**src/rtl/sound_mix.sv**
```systemverilog
// Multi-channel square-wave tone mixer driving a 1-bit first-order sigma-delta output.
// Optional LFSR noise on channel 0 when SOUND_NOISE_EN is defined.
module sound_mix #(
  parameter int CHANNELS = 2,
  parameter int ADDR_W   = 3,
  parameter int PRESCALE = 64
) (
  input  logic              clk,
  input  logic              rst_n,
  input  logic [ADDR_W-1:0] addr,
  input  logic [7:0]        data_in,
  input  logic              wr,
  output logic              snd
);

  localparam int MW = (8 + $clog2(CHANNELS) < 9) ? 9 : 8 + $clog2(CHANNELS);
  localparam int PW = (PRESCALE > 1) ? $clog2(PRESCALE) : 1;
  localparam logic [ADDR_W-1:0] CTL_ADDR = ADDR_W'(2 * CHANNELS);

  logic [7:0]          period  [CHANNELS];
  logic [7:0]          level   [CHANNELS];
  logic [7:0]          ctl;
  logic [PW-1:0]       pre;
  logic                tick;
  logic [7:0]          cnt     [CHANNELS];
  logic [7:0]          cnt_d   [CHANNELS];
  logic [CHANNELS-1:0] phase;
  logic [CHANNELS-1:0] phase_d;
  logic [CHANNELS-1:0] reload;
  logic [7:0]          contrib [CHANNELS];
  logic [MW-1:0]       mix;
  logic [MW-1:0]       mix_d;
  logic [MW:0]         acc;
  logic                unused_ctl;

  // Upper CTL bits are storage only unless the noise option consumes bit 7.
  assign unused_ctl = ^ctl[7:CHANNELS];

  assign tick = (pre == PW'(PRESCALE - 1));

  always_ff @(posedge clk or negedge rst_n) begin
    if (!rst_n) begin
      for (int c = 0; c < CHANNELS; c++) begin
        period[c] <= 8'd0;
        level[c]  <= 8'd0;
      end
      ctl <= 8'd0;
    end else if (wr) begin
      for (int c = 0; c < CHANNELS; c++) begin
        if (addr == ADDR_W'(2 * c))     period[c] <= data_in;
        if (addr == ADDR_W'(2 * c + 1)) level[c]  <= data_in;
      end
      if (addr == CTL_ADDR) ctl <= data_in;
    end
  end

  always_ff @(posedge clk or negedge rst_n) begin
    if (!rst_n) pre <= '0;
    else        pre <= tick ? '0 : pre + 1'b1;
  end

  always_comb begin
    reload = '0;
    for (int c = 0; c < CHANNELS; c++)
      reload[c] = ctl[c] && (period[c] != 8'd0) && tick && (cnt[c] == 8'd0);
  end

`ifdef SOUND_NOISE_EN
  logic [15:0] lfsr;
  logic [15:0] lfsr_nx;
  logic        noise_step;

  assign lfsr_nx    = {lfsr[14:0], lfsr[15] ^ lfsr[13] ^ lfsr[12] ^ lfsr[10]};
  assign noise_step = ctl[7] && reload[0];

  always_ff @(posedge clk or negedge rst_n) begin
    if (!rst_n)          lfsr <= 16'hACE1;
    else if (noise_step) lfsr <= lfsr_nx;
  end
`endif

  always_comb begin
    cnt_d   = cnt;
    phase_d = phase;
    for (int c = 0; c < CHANNELS; c++) begin
      if (!ctl[c]) begin
        cnt_d[c]   = 8'd0;
        phase_d[c] = 1'b0;
      end else if (period[c] == 8'd0) begin
        cnt_d[c]   = 8'd0;
        phase_d[c] = 1'b1;
      end else if (tick) begin
        if (reload[c]) begin
          cnt_d[c]   = period[c] - 8'd1;
          phase_d[c] = ~phase[c];
        end else begin
          cnt_d[c] = cnt[c] - 8'd1;
        end
      end
    end
`ifdef SOUND_NOISE_EN
    if (noise_step) phase_d[0] = lfsr_nx[0];
`endif
  end

  always_comb begin
    mix_d = '0;
    for (int c = 0; c < CHANNELS; c++)
      mix_d = mix_d + MW'(contrib[c]);
  end

  // Contribution is registered so writes reach mix two edges later and snd three.
  always_ff @(posedge clk or negedge rst_n) begin
    if (!rst_n) begin
      for (int c = 0; c < CHANNELS; c++) begin
        cnt[c]     <= 8'd0;
        contrib[c] <= 8'd0;
      end
      phase <= '0;
      mix   <= '0;
      acc   <= '0;
    end else begin
      for (int c = 0; c < CHANNELS; c++) begin
        cnt[c]     <= cnt_d[c];
        contrib[c] <= phase_d[c] ? level[c] : 8'd0;
      end
      phase <= phase_d;
      mix   <= mix_d;
      acc   <= {1'b0, acc[MW-1:0]} + (MW + 1)'(mix);
    end
  end

  assign snd = acc[MW];

endmodule

```
**config.mk**
```make
export PLATFORM = sky130hd
export DESIGN_NAME = sound_mix
export DESIGN_NICKNAME = d
export VERILOG_FILES = /design/src/rtl/sound_mix.sv
export SDC_FILE = /design/constraint.sdc
export NUM_CORES = 1
export LEC_CHECK = 0
export BUFFER_PORTS_ARGS = -buffer_cell sky130_fd_sc_hd__buf_2
export CAP_MARGIN = 20
export CORE_MARGIN = 2
export CORE_UTILIZATION = 55
export DETAILED_ROUTE_END_ITERATION = 6
export HOLD_SLACK_MARGIN = 0.06
export PLACE_DENSITY = 0.72
export SYNTH_ARGS = -nofsm -noshare
export SYNTH_HDL_FRONTEND = slang
export SYNTH_SLANG_ARGS = --single-unit
```
**constraint.sdc**
```tcl
create_clock -name clk -period 6.3 [get_ports clk]
set_clock_uncertainty 0.05 [all_clocks]
set_input_delay 1.26 -clock clk [delete_from_list [all_inputs] [get_ports clk]]
set_output_delay 1.26 -clock clk [all_outputs]
set_load 0.05 [all_outputs]
```
==> flow_summary.json <==
{
  "synth_xor_area_share_pct": 3.52,
  "area_delta_synth_final_pct": 8.57,
  "status": "complete, no violations",
  "detailedPlacementHpwl_mm": 5.89,
  "worstRegToRegCells": 12,
  "cp_num_buf_inv": 0,
  "synth_edf_count": 0,
  "die_h_microns": 94.3,
  "crit_top_cell": "ha_1",
  "peakVddDrop_uv": 141,
  "diodes": 0,
  "crit_family": "simple AND/OR/NAND/NOR gates",
  "layout-drive-gt1-share_pct": 18.8,
  "fin_crit_ns": 3.16,
  "core_area_sq_mm": 0.00781,
  "gp_congestion": 0.871,
  "min_period_over_period_pct": 50.2,
  "final_area_sq_mm": 0.00487,
  "start_util_pct": 57.4,
  "drc_errors": 0,
  "yosysWarnings": 0,
  "cts_max_level": 3,
  "grt_pass1_vias": 2946,
  "ys_async_sr_fraction_pct": 100,
  "die_x_microns": 94.3,
  "synth_top_family_by_area": "simple AND/OR/NAND/NOR gates",
  "crit_required_ns": 6.48,
  "synth_mux_area_share_pct": 9.91,
  "hold_path_depth": 1,
  "power_w": 0.00131,
  "holdCritPathClass": "flop to flop",
  "gr-total-overflow": 0,
  "synth-adder-area-share_pct": 6.48,
  "postRouteAntennaNets": 0,
  "path_cells": "ha_1, nand2_1, nor2_1, and4_1, a21oi_1, ha_1, nand2b_1, or2_2, nor3_1, a21o_1, nand3_1, a31oi_1",
  "cts_buffers": 9,
  "ys.flop_type": "dfrtp_1",
  "die-area_sq_mm": 0.00889,
  "finalHoldViolCount": 0,
  "r2r_start": "pre[0]",
  "powerDensity_mw_per_mm2": 269,
  "portBuffers": 14,
  "gr-usage-all-layers_pct": 20.1,
  "timing.rr.end": "cnt[4]",
  "slowest_delay_ns": 0.78,
  "initialDrtViolationCount": 133,
  "cts_max_path_buffers": 2,
  "insertion_delay_ns": 0.35,
  "critPathMaxFanout": 17,
  "ys_seq_elements": 93,
  "totalWireLength_mm": 7.97,
  "cts_tree": "done",
  "route.detailed.wl_per_inst_microns": 15.4,
  "worst_ep_arrival_time_ns": 3.34,
  "fmax_mhz": 316,
  "dpl-instance-area_sq_mm": 0.00467,
  "hp-start": "acc[0]",
  "syn_area_sq_mm": 0.00448,
  "clk_pin_slew_ns": 0.09,
  "post_cts_buffers": 0,
  "finalSetupTns_ns": 0,
  "synth-seq-area-share_pct": 51.9,
  "final_common_cell": "dfrtp_1",
  "crit_type": "flop to flop",
  "grt_max_degree": 79,
  "clock_sinks": 93,
  "rsz0062_at_grt": "no",
  "cts_resized": 0,
  "num_vias": 2999,
  "first_pass_iters": 4,
  "rows": 32,
  "avgSynthCellArea_sq_um": 11.5,
  "r2r_slack_ns": 3.14,
  "grt_pass1_wl_mm": 13.7,
  "io_pins": 15,
  "holdPathEnd": "acc[0]",
  "cp_slowest_cell": "nor2_1",
  "cap_violations": 0,
  "synth_cell_types": 58,
  "setup_viol": 0,
  "synth_nets": 426,
  "maxSlewHeadroom_pct": 35.2,
  "synth-simple-area-share_pct": 16.0,
  "synth_compound_area_share_pct": 10.5,
  "hold_buffers": 0,
  "leakage_nw": 2.27,
  "synthCells": 390,
  "whs_ns": 0.425,
  "final_cell_mix": "93 x dfrtp_1, 34 x mux2_2, 27 x nand2_1",
  "nets": 446,
  "vias_per_cell": 5.81,
  "antenna_found_initial": 0,
  "worst_pin_slew_ns": 0.969,
  "slew_violations": 0,
  "cp-end-kind": "flop",
  "cp-start-kind": "flop",
  "cts-root-buf": "clkbuf_8"
}
[routing by layer]
metal  up-vias  part of all wire, %  global-route usage [%]
met2        68                   51                    33.7
met1      1474                   44                    25.8
li1       1446                    -                       -
met4         0                  1.7                    8.21
met5         -                    0                       0
met3        11                  4.1                    3.69
[Yosys cell counts (6+ instances only)]
| library cell | instances | share of area [%] |
|---|---|---|
| nor2_1 | 19 | 1.6 |
| mux2_2 | 34 | 8.5 |
| a21oi_1 | 20 | 2.2 |
| a21o_1 | 7 | 1.2 |
| dfrtp_1 | 93 | 52 |
| nand3_1 | 12 | 1.3 |
| o21ai_0 | 19 | 2.1 |
| xnor2_1 | 14 | 2.7 |
| nand2_1 | 27 | 2.3 |
| nor3_1 | 12 | 1.3 |
| ha_1 | 20 | 5.6 |
| clkbuf_1 | 6 | 0.50 |
| inv_1 | 10 | 0.84 |
| and2_1 | 19 | 2.7 |
[worst reg2reg max path, stage by stage, from the launching register on]
cell and delay (ns):
dfrtp_1 0.41, ha_1 0.27, nand2_1 0.19, nor2_1 0.78
and4_1 0.38, a21oi_1 0.12, ha_1 0.25, nand2b_1 0.10
or2_2 0.13, nor3_1 0.04, a21o_1 0.15, nand3_1 0.08
a31oi_1 0.09
[how the worst max path moves through the flow]
stage	startpoint	end	slack (ns)	depth (start not counted)
after CTS	pre[0]	cnt[4]	3.15	12
after global placement	pre[0]	cnt[4]	3.27	12
final	pre[0]	cnt[4]	3.14	12
after detailed placement	pre[0]	cnt[4]	3.17	12
after global routing	pre[0]	cnt[4]	2.92	12
after floorplan	pre[0]	cnt[4]	3.73	12
[logic make-up (layout without fill, tap and decap cells)]
family	count (synthesis)	in the layout
xor+xnor	18	18
simple gates	127	127
buf+inv	18	42
fa+ha+maj	22	22
mux	40	40
compound gates	72	72
flops	93	93
[layout make-up]
class                   instances  area, sq um
multi-input cells             279         2080
fillers                       620         2940
well taps                     102          128
clock buffers                   9          124
clock inverters                 6         72.6
repair buffers                 17         95.1
flip-flops and latches         93         2330
inverters                      10         37.5
[where the power goes]
group / switching [W] / internal (W)
Combinational: 0.0000928 / 0.0000965
Sequential: 0.0000545 / 0.000673
Clock: 0.000208 / 0.000185
Total: 0.000356 / 0.000954
[sequential cells by signal (all words and copies together), names as in the netlist]
register,cells
pre,6
phase,2
cnt,16
acc,10
contrib,16
period,16
ctl,2
level,16
mix,9
[metrics by stage]
stage | cells | utilization [%] | setup WS (ns)
finish | 516 | 62.3 | 3.14
floorplan | 390 | - | 3.73
CTS | 516 | 62.3 | 3.15
detailed placement | 501 | 59.8 | 3.17
global placement | 501 | 59.8 | 3.27
global route | 516 | 62.3 | 2.92
Note: power is estimated with default switching activity, not from simulation.
